### src/rtl/sr_cmd_debounce.sv
// Set/reset command front end: 2-flop synchronizer and debounce FSM per channel,
// then registered one-cycle s/r pulses arbitrated so s and r are never high together.
module sr_cmd_debounce #(
  parameter int DEB_CYCLES = 4,
  parameter int CNT_W      = 3,
  parameter int PRIO       = 0
) (
  input  logic clk,
  input  logic rst,
  input  logic s_raw,
  input  logic r_raw,
  input  logic conflict_clr,
  output logic s,
  output logic r,
  output logic s_lvl,
  output logic r_lvl,
  output logic conflict
);

  typedef enum logic [1:0] {
    STABLE_LO,
    WAIT_HI,
    STABLE_HI,
    WAIT_LO
  } deb_state_t;

  localparam logic [CNT_W-1:0] CNT_LAST = CNT_W'(DEB_CYCLES - 1);
  localparam logic [CNT_W-1:0] CNT_ONE  = CNT_W'(1);

  // Channel 0 is set, channel 1 is reset.
  logic [1:0] w_raw;
  logic [1:0] w_lvl;
  logic [1:0] w_p;

  assign w_raw = {r_raw, s_raw};

  for (genvar ch = 0; ch < 2; ch++) begin : g_ch
    logic             r_s1;
    logic             r_s2;
    deb_state_t       r_state;
    deb_state_t       w_state_nxt;
    logic [CNT_W-1:0] r_cnt;
    logic [CNT_W-1:0] w_cnt_nxt;
    logic             r_level;
    logic             w_level_nxt;
    logic             w_edge;

    always_ff @(posedge clk) begin
      if (rst) begin
        r_s1 <= 1'b0;
        r_s2 <= 1'b0;
      end else begin
        r_s1 <= w_raw[ch];
        r_s2 <= r_s1;
      end
    end

    always_ff @(posedge clk) begin
      if (rst) begin
        r_state <= STABLE_LO;
        r_cnt   <= '0;
        r_level <= 1'b0;
      end else begin
        r_state <= w_state_nxt;
        r_cnt   <= w_cnt_nxt;
        r_level <= w_level_nxt;
      end
    end

    always_comb begin
      w_state_nxt = r_state;
      w_cnt_nxt   = r_cnt;
      w_level_nxt = r_level;
      case (r_state)
        STABLE_LO: begin
          if (r_s2) begin
            w_state_nxt = WAIT_HI;
            w_cnt_nxt   = CNT_ONE;
          end
        end
        WAIT_HI: begin
          if (!r_s2) begin
            w_state_nxt = STABLE_LO;
            w_cnt_nxt   = '0;
          end else if (r_cnt == CNT_LAST) begin
            w_state_nxt = STABLE_HI;
            w_cnt_nxt   = '0;
            w_level_nxt = 1'b1;
          end else begin
            w_cnt_nxt = r_cnt + CNT_ONE;
          end
        end
        STABLE_HI: begin
          if (!r_s2) begin
            w_state_nxt = WAIT_LO;
            w_cnt_nxt   = CNT_ONE;
          end
        end
        WAIT_LO: begin
          if (r_s2) begin
            w_state_nxt = STABLE_HI;
            w_cnt_nxt   = '0;
          end else if (r_cnt == CNT_LAST) begin
            w_state_nxt = STABLE_LO;
            w_cnt_nxt   = '0;
            w_level_nxt = 1'b0;
          end else begin
            w_cnt_nxt = r_cnt + CNT_ONE;
          end
        end
        default: begin
          w_state_nxt = STABLE_LO;
          w_cnt_nxt   = '0;
          w_level_nxt = 1'b0;
        end
      endcase
    end

    // Edge candidate only on the accepting WAIT_HI -> STABLE_HI step.
    always_comb begin
      w_edge = 1'b0;
      if ((r_state == WAIT_HI) && r_s2 && (r_cnt == CNT_LAST)) begin
        w_edge = 1'b1;
      end
    end

    assign w_p[ch]   = w_edge;
    assign w_lvl[ch] = r_level;
  end

  logic r_s_pulse;
  logic r_r_pulse;
  logic r_conflict;
  logic w_both;

  assign w_both = w_p[0] & w_p[1];

  always_ff @(posedge clk) begin
    if (rst) begin
      r_s_pulse  <= 1'b0;
      r_r_pulse  <= 1'b0;
      r_conflict <= 1'b0;
    end else begin
      r_s_pulse <= w_p[0] & ~w_p[1];
      r_r_pulse <= w_both ? (PRIO == 1) : w_p[1];
      // A new conflict outranks a clear in the same cycle.
      if (w_both) begin
        r_conflict <= 1'b1;
      end else if (conflict_clr) begin
        r_conflict <= 1'b0;
      end
    end
  end

  assign s        = r_s_pulse;
  assign r        = r_r_pulse;
  assign s_lvl    = w_lvl[0];
  assign r_lvl    = w_lvl[1];
  assign conflict = r_conflict;

endmodule

### config.mk
export PLATFORM = sky130hd
export DESIGN_NAME = sr_cmd_debounce
export DESIGN_NICKNAME = d
export VERILOG_FILES = /design/src/rtl/sr_cmd_debounce.sv
export SDC_FILE = /design/constraint.sdc
export NUM_CORES = 1
export LEC_CHECK = 0
export CORE_MARGIN = 2
export CORE_UTILIZATION = 46
export CTS_BUF_LIST = sky130_fd_sc_hd__clkbuf_4 sky130_fd_sc_hd__clkbuf_8 sky130_fd_sc_hd__clkbuf_16
export DETAILED_ROUTE_END_ITERATION = 12
export GPL_TIMING_DRIVEN = 0
export PLACE_DENSITY_LB_ADDON = 0.05
export SYNTH_ARGS = -nofsm -noshare
export SYNTH_HDL_FRONTEND = slang
export SYNTH_SLANG_ARGS = --single-unit
export TNS_END_PERCENT = 100
### constraint.sdc
create_clock -name clk -period 1.5 [get_ports clk]
set_clock_uncertainty 0.1 [all_clocks]
set_input_delay 0.3 -clock clk [delete_from_list [all_inputs] [get_ports clk]]
set_output_delay 0.3 -clock clk [all_outputs]
set_load 0.005 [all_outputs]
# After elaboration in Yosys (flattened, before gate mapping)
# Cells that the tools add are included.
[word_totals] ff_bits=19 latchBits=0 ram_bits=0 rom_bits=0 in_bits=5 output_inout_bits=5 wordCells=98 mem_count=0
[classes] addsub=2 mul=0 div=0 order_cmp=0 n_eq_ne=24 shifts=0 n_mux=40 bitwise_logic=3 n_reduce_logical=16
[op_table] op="$mux W3" n=10
[op_table] op="$mux W2" n=12
[op_table] op="$ne A2 B2 Y1 const B" n=12
[op_table] op="$pmux W3 S4" n=2
[op_table] op="$pmux W2 S4" n=2
[op_table] op="$mux W1" n=12
[op_table] op="$ne A3 B3 Y1 const B" n=4
[op_table] op="$reduce_and A5 Y1" n=2
[op_table] op="$eq A2 B2 Y1 const B" n=4
[op_table] op="$reduce_and A4 Y1" n=2
[op_table] op="$add A3 B1 Y3 const B" n=2
[op_table] op="$eq A3 B2 Y1 const B" n=2
[op_table] op="$reduce_bool A2 Y1" n=3
[op_table] op="$eq A2 B1 Y1 const B" n=2
[op_table] op="$logic_and A1 B1 Y1" n=4
[op_table] op="$logic_not A2 Y1" n=2
[op_table] op="$pmux W1 S2" n=2
[op_table] op="$reduce_and A2 Y1" n=2
[op_table] op="$and A1 B1 Y1" n=2
[op_table] op="$reduce_or A2 Y1" n=1
[op_table] op="$not A1 Y1" n=1

# Longest topological paths before layout
# Gate-level depths: netlist (run 1).
[logic_depth] ltp_word=6 mapped_depth=5 mapped_depth_nobuf=4

# Worst setup path after synthesis (run 1)
# Ideal clock, no wire load.
[synth_path] kind="register to register" start="register g_ch[1].r_cnt[0]" end="register r_conflict, in the netlist conflict" setup_time_ns=0.088 t_arrival_ns=1.192 required_time_ns=1.312 setup_slack_ns=0.120 stages_incl_launch_ff=5 n_path_buf=0 period_less_slack_ns=1.380 path_cell_list="dfxtp_1 ha_1 nand3b_2 or4b_1 o32ai_2"
[synth_via] elab_chain_len=5 elab_cells_between_ends=6 cone_classes="eq/ne (1); mux (2); bitwise (1); reduce/logical (2)"
[synth_lines] item="start, declared" line_no="42" rtl="logic [CNT_W-1:0] r_cnt;"
[synth_lines] item="start signal, assigned" line_no="65" rtl="r_cnt <= w_cnt_nxt;"
[synth_lines] item="$eq A3 B2 Y1 *" line_no="122" rtl="if ((r_state == WAIT_HI) && r_s2 && (r_cnt == CNT_LAST)) begin"
[synth_lines] item="$logic_and A1 B1 Y1 *" line_no="122"
[synth_lines] item="$mux W1 *" line_no="122"
[synth_lines] item="$and A1 B1 Y1 *" line_no="136" rtl="assign w_both = w_p[0] & w_p[1];"
[synth_lines] item="$mux W1 / $reduce_bool A2 Y1 (equally long branches)"
[synth_lines] item="end signal, assigned" line_no="142" rtl="r_conflict <= 1'b0;"
[synth_lines] item="end signal, assigned" line_no="148" rtl="r_conflict <= 1'b1;"
[synth_lines] item="end signal, assigned" line_no="150" rtl="r_conflict <= 1'b0;"
[synth_lines] item="end, declared" line_no="133" rtl="logic r_conflict;"
# Mark *: on every way between the ends. The rest lies on a longest branch, timed or not.
# A chain may end at the register's enable or synchronous reset.

# Final worst setup path (run 1)
# Same ends and word-level chain as after synthesis.

==> reports/qor.txt, run 1 <==
Num CTS Buffers: 3
Final Worst Setup Slack: 0.07327 ns
share of layout cells above drive strength 1: 25.27%
crit-path max FO: 4
first-pass GRT wire length: 2.132 mm
number of DRC markers in iteration 0: 1
Leak Pwr: 0.3873 nW
met2 wire length: 607 µm
status: finished clean
post-synth cell types: 32
Seq cells post-synth: 19
placed cell count: 101
clk buf depth: 2
Syn Std Cell Area: 778.2 µm²
routed len/inst: 12.11 µm
CTS tree: yes
initial antenna violation count: 0
Die ar.: 2037 µm²
Reg clk slew, reported paths: 0.11 ns
synth warn: 0
Rows: 14
Vias per Instance: 5.430
critical path capture point type: flop
Cell Count, Final, Fillers Out: 107
Crit path required time: 1.60 ns
Worst IR Drop VDD: 0.6659 mV
Synth Instances: 76
largest net degree at the start of global routing: 11
root buf cell: clkbuf_4
Max Slew Vio Count: 0
Slew headroom: 69.97%
Post-DP Area: 888.4 µm²
type of the worst min-delay path: flop to flop
Setup violations, final: 0
Die W: 45.13 µm
most frequent cells in the layout: dfxtp_1 (13), dfxtp_2 (6), a21oi_1 (5), nor2_1 (5)
initial core utilization: 50.49%
area delta synth->final: 24.44%
Slew @ Worst Pin: 0.4505 ns
first-pass iteration count of the detailed router: 4
Seq/Total Area, Yosys: 48.87%
antenna diode count: 0
Core Area: 1541 µm²
clk_lat worst skew: 0.28 ns
CTS Sinks: 19
grt total ovfl: 0
fin crit share: 95.12%
final worst path period need: 1.427 ns
final net count: 99
critical path type: flop to flop
routed wl met3: 54 µm
post-route ant nets: 0
uppermost layer routed: met4
final hold violation count: 0
H-tree depth: 1
Finished Core Util: 62.82%
CTS Hold Bufs: 0
most common cell after layout, fill and taps aside: dfxtp_1
DRT met1 WL: 626 µm
Max Cap Viol: 0
final setup TNS: 0 ns
DP HPWL: 914.6 µm
power density over the cells: 914.7 nW/µm²
number of I/O pins: 10
Total Wirelength: 1.296 mm
Max Freq: 700.9 MHz
Final Instance Area: 968.4 µm²
CP Launch Type: flop
vias in the first global route: 571
WP data arrival: 1.53 ns
Syn Area/Cell: 10.24 µm²
detailed-route DRC error count: 0
input/output buffers: 9
chip height: 45.13 µm
gpl congestion: 0.8018
GRT Resource Usage Total: 14.34%
Syn Nets: 83
pre-CTS setup slack: -0.2138 ns
DR vias: 581
## per-layer routing
layer / global-route usage, % / vias to the layer above
li1: - / 297
met1: 16.46 / 272
met2: 25.43 / 10
met3: 2.400 / 2
met4: 7.059 / 0
met5: 0 / -
## repair_timing
action / 4_1_cts / 5_1_grt
setup endpoints to repair: 5 / 6
hold endpoints to repair: 0 / 0
gates resized for setup: 9 / 7
setup buffers: 2 / 0
## Yosys cell counts
cell type	n	area (µm²)
a2111oi_2	1	15.01
ha_1	2	25.02
dfxtp_1	19	380.4
nor3_1	2	10.01
nand4b_1	1	8.760
a21o_1	1	7.510
and3b_1	2	17.52
xnor2_1	1	8.760
mux2i_1	1	10.01
nand3b_2	1	11.26
o22ai_1	1	6.260
or2_2	1	6.260
a21oi_1	5	25.02
nor2_1	5	18.77
nand2_1	2	7.510
clkbuf_1	2	7.510
o32ai_2	1	16.27
nor2b_1	4	25.02
nor3b_1	2	15.01
or3b_1	1	8.760
or2b_1	1	7.510
nand3b_1	3	22.52
buf_2	1	5.000
or4b_1	1	10.01
o2111ai_1	1	8.760
inv_1	3	11.26
nand2b_1	3	18.77
a211oi_1	1	7.510
nand4_1	1	6.260
xor2_1	2	17.52
o21ai_0	2	10.01
mux2_2	2	22.52
## area by class of cell
cell class	count	area [µm²]
Timing Repair Buffer	11	102.6
Buffer	3	12.51
Inverter	3	11.26
Tap cell	16	20.02
Clock buffer	4	30.03
Multi-Input combinational cell	51	404.1
Sequential cell	19	387.9
Fill cell	131	573.1
## worst paths after layout
check                            endpoint  cells after the start                           from  slack (ns)
setup / recovery    conflict$_SDFFE_PP0P_                      4  g_ch[1].r_cnt[0]$_SDFFE_PP0P_        0.07
hold / removal    g_ch[1].r_s2$_SDFF_PP0_                      1        g_ch[1].r_s1$_SDFF_PP0_        0.35
setup reg to reg    conflict$_SDFFE_PP0P_                      4  g_ch[1].r_cnt[0]$_SDFFE_PP0P_        0.07
hold reg to reg   g_ch[1].r_s2$_SDFF_PP0_                      1        g_ch[1].r_s1$_SDFF_PP0_        0.35
## power breakdown
group / switching (mW) / total (mW) / internal (mW)
combinational: 0.0316 / 0.0783 / 0.0466
clock: 0.150 / 0.272 / 0.121
sequential: 0.0130 / 0.536 / 0.523
## through the flow
step                      total power [mW]  hold WS, ns
after global placement              0.6146       0.3203
after CTS                           0.8925       0.3554
after global routing                0.9242       0.3793
after detailed placement            0.6176       0.3286
final                               0.8858       0.3481
after floorplan                     0.5823       0.3138
## critical path, stage by stage (launching register included)
cell	delay, ns
dfxtp_2	0.38
ha_4	0.16
nand3b_2	0.10
or4b_1	0.50
o32ai_2	0.10
## logic make-up after synthesis
| logic type | synth area share (%) |
|---|---|
| AND/OR/NAND/NOR | 24.92 |
| flip-flops | 48.87 |
| AO/OA/AOI/OAI | 12.38 |
| buffers and inverters | 3.054 |
| XOR/XNOR | 3.377 |
| multiplexers | 4.180 |
| adder cells (fa/ha/maj) | 3.215 |
No activity file was read; power rests on OpenSTA's default activity.
==> inputs of run 2 (changes only) <==
--- a/config.mk
+++ b/config.mk
@@ -6,9 +6,10 @@
 export NUM_CORES = 1
 export LEC_CHECK = 0
 export CORE_MARGIN = 2
-export CORE_UTILIZATION = 46
+export CORE_UTILIZATION = 52
 export CTS_BUF_LIST = sky130_fd_sc_hd__clkbuf_4 sky130_fd_sc_hd__clkbuf_8 sky130_fd_sc_hd__clkbuf_16
 export DETAILED_ROUTE_END_ITERATION = 12
+export DONT_BUFFER_PORTS = 1
 export GPL_TIMING_DRIVEN = 0
 export PLACE_DENSITY_LB_ADDON = 0.05
 export SYNTH_ARGS = -nofsm -noshare
==> run 2 against run 1 <==
Final cell count down 11%. First-iteration DRC count stayed put. Via count decreased by 8.6%. Critical path type unchanged. Largest cell class unchanged.
==> reports/qor.txt, run 2 (synthesis results as in run 1) <==
Reg clk slew, reported paths: 0.10 ns (about the same)
Die ar.: 1822 µm² (-11%)
WP data arrival: 1.52 ns (about the same)
detailed-route DRC error count: 0 (unchanged)
CTS Sinks: 19 (unchanged)
pre-CTS setup slack: 0.04187 ns (+0.2556 ns)
Max Slew Vio Count: 0 (unchanged)
area delta synth->final: 10.93%
Final Worst Setup Slack: 0.09047 ns (+0.01720 ns)
routed wl met3: 64 µm (+19%)
Num CTS Buffers: 3 (unchanged)
Vias per Instance: 5.589 (+2.9%)
critical path type: flop to flop
Setup violations, final: 0 (unchanged)
final net count: 88 (-11%)
CTS tree: yes
number of I/O pins: 10 (unchanged)
clk buf depth: 2 (unchanged)
root buf cell: clkbuf_4
Core Area: 1350 µm² (-12%)
gpl congestion: 0.7294 (-9.0%)
Max Cap Viol: 0 (unchanged)
type of the worst min-delay path: primary input to flop
input/output buffers: 0 (-9)
met2 wire length: 485 µm (-20%)
Overall Power: 846.8 µW (-4.4%)
critical path capture point type: flop
Final Instance Area: 863.3 µm² (-11%)
most frequent cells in the layout: dfxtp_1 (16), a21oi_1 (5), nor2_1 (5)
H-tree depth: 1 (unchanged)
Worst IR Drop VDD: 0.5376 mV (-19%)
Rows: 13 (-1)
first-pass iteration count of the detailed router: 4 (unchanged)
DR vias: 531 (-8.6%)
CP Launch Type: flop
Finished Core Util: 63.95% (+1.1 points)
routed len/inst: 12.69 µm (+4.8%)
largest net degree at the start of global routing: 11 (unchanged)
Hold WS: 0.01634 ns (-0.3318 ns)
Post-DP Area: 797.0 µm² (-10%)
status: finished clean
share of layout cells above drive strength 1: 22.50% (-2.8 points)
final-layout fill cell count: 108 (-18%)
first-pass GRT wire length: 2.104 mm (-1.3%)
antenna diode count: 0 (unchanged)
Leak Pwr: 0.3059 nW (-21%)
number of DRC markers in iteration 0: 1 (unchanged)
initial core utilization: 57.65% (+7.2 points)
DP HPWL: 820.2 µm (-10%)
crit-path max FO: 5 (+1)
final worst path period need: 1.410 ns (-0.01720 ns)
power density over the cells: 980.8 nW/µm² (+7.2%)
uppermost layer routed: met4
GRT Resource Usage Total: 15.17% (+0.83 points)
fin crit share: 93.97% (-1.1 points)
final hold violation count: 0 (unchanged)
grt total ovfl: 0 (unchanged)
most common cell after layout, fill and taps aside: dfxtp_1
chip height: 42.69 µm (-5.4%)
Slew headroom: 68.05% (-1.9 points)
initial antenna violation count: 0 (unchanged)
Total Wirelength: 1.206 mm (-6.9%)
DRT met1 WL: 643 µm (+2.7%)
Slew @ Worst Pin: 0.4792 ns (+0.02875 ns)
CTS Hold Bufs: 0 (unchanged)
Die W: 42.69 µm (-5.4%)
Crit path required time: 1.61 ns (about the same)
clk_lat worst skew: 0.28 ns (about the same)
post-route ant nets: 0 (unchanged)
Max Freq: 709.5 MHz (+1.2%)
vias in the first global route: 484 (-15%)
==> run 2: final timing paths <==
kind | slack (ns) | cells past startpoint | from | end
max | 0.09 | 3 | flop | g_ch[1].r_cnt[2]$_SDFFE_PP0P_
min | 0.02 | 1 | conflict_clr | conflict$_SDFFE_PP0P_
max reg2reg | 0.09 | 3 | flop | g_ch[1].r_cnt[2]$_SDFFE_PP0P_
min reg2reg | 0.35 | 1 | g_ch[0].r_s1$_SDFF_PP0_ | g_ch[0].r_s2$_SDFF_PP0_
==> run 2: through the flow <==
| step | instances | setup TNS (ns) |
|---|---|---|
| finish | 95 | 0 |
| global route | 95 | -0.005099 |
| CTS | 95 | 0 |
| detailed placement | 91 | 0 |
| global placement | 91 | 0 |
| floorplan | 76 | 0 |
==> run 2: layer usage <==
metal | vias up | global-route usage (%)
met1 | 242 | 22.04
met5 | - | 0
met3 | 2 | 4.681
met4 | 0 | 7.500
met2 | 11 | 20.00
li1 | 276 | -
==> run 2: final cells by class <==
cell class | instances | area, µm² | share of cell area [%]
tap | 15 | 18.77 | 2.174
inverter | 3 | 11.26 | 1.304
buffer | 3 | 15.01 | 1.739
multi-input combinational | 51 | 404.1 | 46.81
sequential | 19 | 384.1 | 44.49
clock buffer | 4 | 30.03 | 3.478
==> run 2: critical path, cell delays in order (launching register included) <==
cell and delay, ns:
dfxtp_1 0.44, xor2_2 0.27, mux2_2 0.37, nor3b_1 0.16
==> run 2: power by group <==
part           internal [mW]  switching (mW)
registers              0.522          0.0160
clock network          0.121           0.142
logic                 0.0229          0.0229
==> run 2: timing repair <==
item / 4_1_cts / 5_1_grt
setup endpoints to repair: 0 / 6
resized for setup: 0 / 9
setup buffers: 0 / 0
==> inputs of run 3 (changes only) <==
--- a/config.mk
+++ b/config.mk
@@ -15,4 +15,4 @@
 export SYNTH_ARGS = -nofsm -noshare
 export SYNTH_HDL_FRONTEND = slang
 export SYNTH_SLANG_ARGS = --single-unit
-export TNS_END_PERCENT = 100
+export TNS_END_PERCENT = 20
==> run 3 against run 2 <==
Final cell count is the same. Final area shrank 0.29%. Utilization shrank 0.19 points. Sequential power is essentially flat. Wire length shrank 0.83%. Sequential share of layout area shrank 0.16 points. Global-route usage is the same. Non-clock buffer count is the same. First-iteration DRC count is the same. Critical path depth grew 1. Hold slack is the same. Highest routed layer unchanged.
==> reports/qor.txt, run 3 (synthesis results as in run 1) <==
RSZ-0062 raised after global routing: true
crit-path max FO: 4 (-1)
CTS Hold Bufs: 0 (unchanged)
vias in the first global route: 484 (unchanged)
root buf cell: clkbuf_4
type of the worst min-delay path: primary input to flop
Final Worst Setup Slack: 0.07629 ns (-0.01418 ns)
post-route ant nets: 0 (unchanged)
fin crit share: 94.91% (+0.95 points)
Slew @ Worst Pin: 0.4775 ns (-0.001693 ns)
switching part of the total: 21.35% (-0.022 points)
status: finished clean
largest net degree at the start of global routing: 11 (unchanged)
share of layout cells above drive strength 1: 20.00% (-2.5 points)
Num CTS Buffers: 3 (unchanged)
GRT Resource Usage Total: 15.17% (unchanged)
most common cell after layout, fill and taps aside: dfxtp_1
Post CTS Setup Buffer Count: 0 (unchanged)
H-tree depth: 1 (unchanged)
first-pass iteration count of the detailed router: 4 (unchanged)
CTS tree: yes
cts repair resizes: 0 (unchanged)
first-pass GRT wire length: 2.104 mm (unchanged)
final hold violation count: 0 (unchanged)
sequential power share: 63.5% (about the same)
Setup violations, final: 0 (unchanged)
clk buf depth: 2 (unchanged)
chip height: 42.69 µm (unchanged)
area delta synth->final: 10.61%
Slew headroom: 68.16% (+0.11 points)
Hold WS: 0.01634 ns (unchanged)
input/output buffers: 0 (unchanged)
antenna diode count: 0 (unchanged)
final setup TNS: 0 ns (unchanged)
final net count: 88 (unchanged)
gpl congestion: 0.7294 (unchanged)
Leak Pwr: 0.3050 nW (-0.30%)
clock group share of total power: 31.1% (about the same)
initial core utilization: 57.65% (unchanged)
combinational share of power: 5.4% (about the same)
Internal: 665.5 µW (about the same)
critical path type: flop to flop
detailed-route DRC error count: 0 (unchanged)
Total Wirelength: 1.196 mm (-0.83%)
most frequent cells in the layout: dfxtp_1 (18), a21oi_1 (5), nor2_1 (5)
CP Launch Type: flop
WP data arrival: 1.53 ns (about the same)
Die W: 42.69 µm (unchanged)
grt total ovfl: 0 (unchanged)
Max Slew Vio Count: 0 (unchanged)
pre-CTS setup slack: 0.04187 ns (unchanged)
initial antenna violation count: 0 (unchanged)
DP HPWL: 820.2 µm (unchanged)
DR vias: 527 (-0.75%)
Finished Core Util: 63.76% (-0.19 points)
Worst Hold Depth: 1 (unchanged)
critical path capture point type: flop
Reg clk slew, reported paths: 0.10 ns (about the same)
Vias per Instance: 5.547 (-0.75%)
Die ar.: 1822 µm² (unchanged)
routed len/inst: 12.59 µm (-0.83%)
number of DRC markers in iteration 0: 1 (unchanged)
power density over the cells: 982.9 nW/µm² (+0.22%)
Crit path required time: 1.61 ns (about the same)
Max Cap Viol: 0 (unchanged)
CTS Sinks: 19 (unchanged)
Max Freq: 702.4 MHz (-1.0%)
number of I/O pins: 10 (unchanged)
final worst path period need: 1.424 ns (+0.01418 ns)
Core Area: 1350 µm² (unchanged)
Rows: 13 (unchanged)
worst reg2reg path depth: 4 (+1)
Sw Pwr: 180.7 µW (-0.18%)
clk_lat worst skew: 0.28 ns (about the same)
Worst IR Drop VDD: 0.5368 mV (-0.16%)
[run 3: worst paths after layout]
kind / start / endpoint / slack [ns]
setup reg to reg: g_ch[1].r_cnt[0]$_SDFFE_PP0P_ / conflict$_SDFFE_PP0P_ / 0.08
hold reg to reg: g_ch[0].r_s1$_SDFF_PP0_ / g_ch[0].r_s2$_SDFF_PP0_ / 0.35
hold / removal: conflict_clr / conflict$_SDFFE_PP0P_ / 0.02
setup / recovery: g_ch[1].r_cnt[0]$_SDFFE_PP0P_ / conflict$_SDFFE_PP0P_ / 0.08
[run 3: through the flow]
stage                     instances  power (mW)  area [µm²]
final                            95      0.8461       860.8
after global routing             95      0.8907       860.8
after CTS                        95      0.8606       827.0
after detailed placement         91      0.5926       797.0
after global placement           91      0.5913       797.0
after floorplan                  76      0.5823       778.2
[run 3: final cells by class]
| type | count | area, µm² |
|---|---|---|
| fill | 109 | 489.2 |
| multi-input combinational | 51 | 404.1 |
| sequential | 19 | 381.6 |
| clock buffer | 4 | 30.03 |
| tap | 15 | 18.77 |
| buffer | 3 | 15.01 |
| inverter | 3 | 11.26 |
[run 3: critical path, stage by stage (launching register included)]
cell,delay [ns]
dfxtp_1,0.39
ha_4,0.16
nand3b_2,0.11
or4b_1,0.49
o32ai_2,0.09
[run 3: power by group through the flow]
stage / clock, mW / combinational, mW / sequential [mW]
final: 0.263 / 0.0458 / 0.537
after global routing: 0.296 / 0.0539 / 0.541
after CTS: 0.279 / 0.0455 / 0.536
after detailed placement: 0 / 0.0448 / 0.548
after global placement: 0 / 0.0439 / 0.547
after floorplan: 0 / 0.0380 / 0.544
[run 3: metal layers]
| metal | up-vias | track usage (%) | wire length [µm] |
|---|---|---|---|
| met1 | 238 | 22.04 | 644 |
| met3 | 2 | 4.681 | 64 |
| met4 | 0 | 7.500 | 13 |
| met5 | - | 0 | 0 |
| li1 | 276 | - | - |
| met2 | 11 | 20.00 | 473 |
